[src/rtl/code_loader.sv]
`default_nettype none
// +------------------------------------------------------------------------+
// | code_loader: packs a 32-bit beat stream into 64-bit instruction writes |
// | Rev 1.0                                                                |
// +------------------------------------------------------------------------+
module code_loader #(
  parameter int ADDR_WIDTH = 10,
  parameter int DATA_WIDTH = 64,
  parameter int DEPTH      = 2**ADDR_WIDTH
) (
  input  logic                    clk,
  input  logic                    rst,
  input  logic                    start,
  input  logic [DATA_WIDTH/2-1:0] s_tdata,
  input  logic                    s_tvalid,
  input  logic                    s_tlast,
  output logic                    s_tready,
  output logic [ADDR_WIDTH-1:0]   wr_addr,
  output logic [DATA_WIDTH-1:0]   wr_data,
  output logic                    wr_en,
  output logic                    busy,
  output logic                    done,
  output logic [ADDR_WIDTH:0]     prog_len,
  output logic                    err_odd,
  output logic                    err_ovf
);

  localparam int                  SW    = DATA_WIDTH / 2;
  localparam logic [ADDR_WIDTH:0] FULL  = (ADDR_WIDTH+1)'(DEPTH);
  localparam logic [ADDR_WIDTH:0] ONE   = (ADDR_WIDTH+1)'(1);

  typedef enum logic [1:0] {
    IDLE  = 2'd0,
    HI    = 2'd1,
    LO    = 2'd2,
    DRAIN = 2'd3
  } state_t;

  state_t                  state_q, state_d;
  logic [ADDR_WIDTH:0]     ptr_q, ptr_d;
  logic [SW-1:0]           hi_q, hi_d;
  logic                    wr_en_q, wr_en_d;
  logic [ADDR_WIDTH-1:0]   wr_addr_q, wr_addr_d;
  logic [DATA_WIDTH-1:0]   wr_data_q, wr_data_d;
  logic                    done_q, done_d;
  logic                    err_odd_q, err_odd_d;
  logic                    err_ovf_q, err_ovf_d;

  logic accept;
  logic full;

  assign s_tready = (state_q != IDLE);
  assign accept   = s_tvalid && s_tready;
  assign full     = (ptr_q == FULL);

  always_comb begin
    state_d   = state_q;
    ptr_d     = ptr_q;
    hi_d      = hi_q;
    wr_en_d   = 1'b0;
    wr_addr_d = wr_addr_q;
    wr_data_d = wr_data_q;
    done_d    = 1'b0;
    err_odd_d = err_odd_q;
    err_ovf_d = err_ovf_q;

    case (state_q)
      IDLE: begin
        if (start) begin
          state_d   = HI;
          ptr_d     = '0;
          err_odd_d = 1'b0;
          err_ovf_d = 1'b0;
        end
      end

      HI: begin
        if (accept) begin
          if (full) begin
            // Memory is full: stop writing, swallow the rest of the program.
            err_ovf_d = 1'b1;
            if (s_tlast) begin
              done_d  = 1'b1;
              state_d = IDLE;
            end else begin
              state_d = DRAIN;
            end
          end else if (s_tlast) begin
            wr_en_d   = 1'b1;
            wr_addr_d = ptr_q[ADDR_WIDTH-1:0];
            wr_data_d = {s_tdata, {SW{1'b0}}};
            ptr_d     = ptr_q + ONE;
            err_odd_d = 1'b1;
            done_d    = 1'b1;
            state_d   = IDLE;
          end else begin
            hi_d    = s_tdata;
            state_d = LO;
          end
        end
      end

      LO: begin
        if (accept) begin
          if (!full) begin
            wr_en_d   = 1'b1;
            wr_addr_d = ptr_q[ADDR_WIDTH-1:0];
            wr_data_d = {hi_q, s_tdata};
            ptr_d     = ptr_q + ONE;
          end
          if (s_tlast) begin
            done_d  = 1'b1;
            state_d = IDLE;
          end else begin
            state_d = HI;
          end
        end
      end

      DRAIN: begin
        if (accept && s_tlast) begin
          done_d  = 1'b1;
          state_d = IDLE;
        end
      end

      default: state_d = IDLE;
    endcase
  end

  always_ff @(posedge clk or posedge rst) begin
    if (rst) begin
      state_q   <= IDLE;
      ptr_q     <= '0;
      hi_q      <= '0;
      wr_en_q   <= 1'b0;
      wr_addr_q <= '0;
      wr_data_q <= '0;
      done_q    <= 1'b0;
      err_odd_q <= 1'b0;
      err_ovf_q <= 1'b0;
    end else begin
      state_q   <= state_d;
      ptr_q     <= ptr_d;
      hi_q      <= hi_d;
      wr_en_q   <= wr_en_d;
      wr_addr_q <= wr_addr_d;
      wr_data_q <= wr_data_d;
      done_q    <= done_d;
      err_odd_q <= err_odd_d;
      err_ovf_q <= err_ovf_d;
    end
  end

  assign wr_en    = wr_en_q;
  assign wr_addr  = wr_addr_q;
  assign wr_data  = wr_data_q;
  assign done     = done_q;
  assign busy     = (state_q != IDLE);
  assign prog_len = ptr_q;
  assign err_odd  = err_odd_q;
  assign err_ovf  = err_ovf_q;

endmodule
`default_nettype wire

[config.mk]
export PLATFORM = sky130hd
export DESIGN_NAME = code_loader
export DESIGN_NICKNAME = d
export VERILOG_FILES = /design/src/rtl/code_loader.sv
export SDC_FILE = /design/constraint.sdc
export NUM_CORES = 1
export LEC_CHECK = 0
export ABC_AREA = 1
export CORE_MARGIN = 5
export CORE_UTILIZATION = 35
export DETAILED_ROUTE_END_ITERATION = 16
export SLEW_MARGIN = 40
export SYNTH_ARGS = -nofsm -noshare
export SYNTH_HDL_FRONTEND = slang
export SYNTH_SLANG_ARGS = --single-unit
export TNS_END_PERCENT = 50
[constraint.sdc]
create_clock -name clk -period 11.1 [get_ports clk]
set_input_delay 2.22 -clock clk [delete_from_list [all_inputs] [get_ports clk]]
set_output_delay 2.22 -clock clk [all_outputs]
set_load 0.01 [all_outputs]
==> metrics.cfg <==
[run_status]
outcome=complete, no violations

[timing]
maxSlewViolCount=0
rsz0062_at_grt=false
setup_slack_ps=6730
fin_crit_sh_pct=39.4
setup_violations=0
skew_ps=8.04
tightest_slew_ps=768
setup_tns_ps=0
fmax_mhz=229
post-route-min-period_ps=4370
hold_viol_final=0
slew_headroom_pct=48.8

[power]
power.switching_mw=0.716
switching_share_pct=35.4
powerDensity_nw_per_um2=259
power_frac_seq_pct=35.4
power.leakage_nw=3.59
power.internal_mw=1.30
comb_power_share_pct=38.4
clkPwrFrac_pct=26.2
peakVddDrop_mv=0.118

[floorplan]
dieHeight_um=140
dieArea_um2=19700
die_x_um=140
initial_core_util_pct=35.7
pin_count=128
rows=47
core-area_um2=16600

[yosys]
syn-mean-instance-area_um2=8.82
synthCells=674
synth_cell_types=29
ys.warnings.count=0
syn-cell-area_um2=5950
ys_seq_area_share_pct=51.8
synth_fp_nets=717
synth_seq_cells=123

[worst_setup_path]
crit_chain=clkdlybuf4s50_1, nor2_2, nor2_1, o211ai_4, buf_4, buf_6, nand2_1, o21ai_1
endpoint_kind=flop
cp_top_family=buffers and inverters
crit_type=primary input to flop
path_max_fanout=79
startpoint_type=primary input
critical_path_buf_inv_count=3
critical-path-max-stage-delay_ps=670
required_ps=11420
worst_ep_arrival_time_ps=4690
crit_path_top_delay_cell=buf_6

[global_route]
grt_usage_pct=14.4
antenna_found_initial=0
grt_pass1_wl_um=23100
grt_pass1_vias=4696
overflow=0
grt_max_degree=80

[clocking]
numCtsBuffers=17
htree_levels=4
cts_tree=built
clock_latency_ps=400
root_buffer=clkbuf_16
postCtsResizedCells=0
cts_setup_buffers=0
cts_sinks=123
clockBufferDepth=2
hold_buffers=0
clk_pin_slew_ps=50

[routing]
drtPass1Iterations=4
drc=0
routedWlPerCell_um=13.7
vias=4649
wirelength_um=13900
vias_per_cell=4.57
ant_nets=0
drt_iter0_markers=200

[place]
place_congestion=0.838
pre_cts_ws_ps=6310
numPortBuffers=127
dp_hpwl_um=9420

[run]
cap_violations=0

[final_layout]
synthToLayoutAreaGrowth_pct=31.4
final_nets=828
num_antenna_cells=0
final-seq-area_um2=3080
drive_gt1_share_pct=17.2
num-fill-cells=1623
multi_input_area_um2=2330

[min_path]
hp-class=flop to flop

## power by group through the flow
| stage | clock network [mW] | logic [mW] | registers (mW) |
|---|---|---|---|
| final | 0.530 | 0.775 | 0.715 |
| after CTS | 0.546 | 0.789 | 0.717 |
| after global placement | 0 | 0.763 | 0.718 |
| after detailed placement | 0 | 0.785 | 0.721 |
| after floorplan | 0 | 0.465 | 0.748 |
| after global routing | 0.563 | 0.862 | 0.737 |
## synthesized netlist by cell type (all sizes together)
library cell / number / area share [%]
a21oi: 4 / 0.34
buf: 28 / 4.7
clkbuf: 11 / 0.76
clkinv: 1 / 0.063
dfrtp: 123 / 52
ha: 6 / 1.3
inv: 60 / 3.8
nand2: 243 / 17
nand3: 11 / 1.0
nand4: 4 / 0.42
nor2: 28 / 2.1
nor3: 7 / 0.67
nor3b: 1 / 0.13
o211ai: 1 / 0.36
o21ai: 144 / 15
o21bai: 1 / 0.13
xor2: 1 / 0.15
## worst min-delay path: stages (launching register included)
cell and delay [ps]:
dfrtp_1 330, nand2_1 60, o21ai_2 50
## placed cells by master (no fill, tap or decap), drive strengths merged, types with 2 or more instances in the layout
| master | synthesis | final |
|---|---|---|
| a21oi | 4 | 4 |
| buf | 28 | 4 |
| clkbuf | 11 | 25 |
| clkdlybuf4s50 | 0 | 127 |
| clkinv | 1 | 4 |
| clkinvlp | 0 | 2 |
| dfrtp | 123 | 123 |
| ha | 6 | 6 |
| inv | 60 | 60 |
| nand2 | 243 | 243 |
| nand3 | 11 | 11 |
| nand4 | 4 | 4 |
| nor2 | 28 | 28 |
| nor3 | 7 | 7 |
| o21ai | 144 | 144 |
## area by class of cell
| class | instances | share of cell area, % |
|---|---|---|
| multi-input combinational | 451 | 29.9 |
| timing repair buffer | 131 | 16.8 |
| clock buffer | 25 | 6.60 |
| tap | 220 | 3.52 |
| inverter | 61 | 2.99 |
| clock inverter | 6 | 0.769 |
| sequential | 123 | 39.4 |
## layer usage
metal	part of all wire (%)	wire [µm]	global-route usage, %	up-vias
met1	46	6360	18.6	2162
met3	5.9	816	4.19	17
met4	1.5	208	4.90	0
met5	0	0	0	-
li1	-	-	-	2369
met2	47	6500	23.0	101
## path summary, 6_finish.rpt
path | slack [ps] | depth (start not counted) | from | to
worst max-delay path | 6730 | 8 | s_tlast | wr_data[15]$_DFFE_PP0P_
max in group asynchronous | 7750 | 3 | rst | wr_data[43]$_DFFE_PP0P_
min in group asynchronous | 2250 | 2 | rst | wr_data[52]$_DFFE_PP0P_
worst min-delay path | 480 | 2 | wr_data[23]$_DFFE_PP0P_ | wr_data[23]$_DFFE_PP0P_
worst min register to register | 480 | 2 | wr_data[23]$_DFFE_PP0P_ | wr_data[23]$_DFFE_PP0P_
worst max register to register | 8080 | 10 | prog_len[0]$_DFFE_PP0P_ | wr_data[15]$_DFFE_PP0P_
## metrics by stage
stage                     util (%)  cells  total power [mW]  hold WS [ps]  cell area [µm²]
after detailed placement      43.4    986              1.51           468             7230
after global routing          46.9   1017              2.16           497             7810
after floorplan                  -    674              1.21           448             5950
after CTS                     46.9   1017              2.05           482             7800
final                         46.9   1017              2.02           478             7810
after global placement        43.2    985              1.48           459             7190
## kinds of logic (layout without fill, tap and decap cells)
| group | after synthesis | in the layout | synth area share (%) |
|---|---|---|---|
| flops | 123 | 123 | 51.8 |
| compound gates | 150 | 150 | 16.1 |
| buf+inv | 100 | 223 | 9.32 |
| fa+ha+maj | 6 | 6 | 1.26 |
| xor+xnor | 1 | 1 | 0.147 |
| simple gates | 294 | 294 | 21.4 |
## state kept, by name (all words and copies together) (netlist names)
name,count
wr_data,64
err_ovf,1
wr_addr,10
err_odd,1
hi_q,32
state_q,2
wr_en,1
prog_len,11
done,1
No activity file was read; power rests on OpenSTA's default activity.
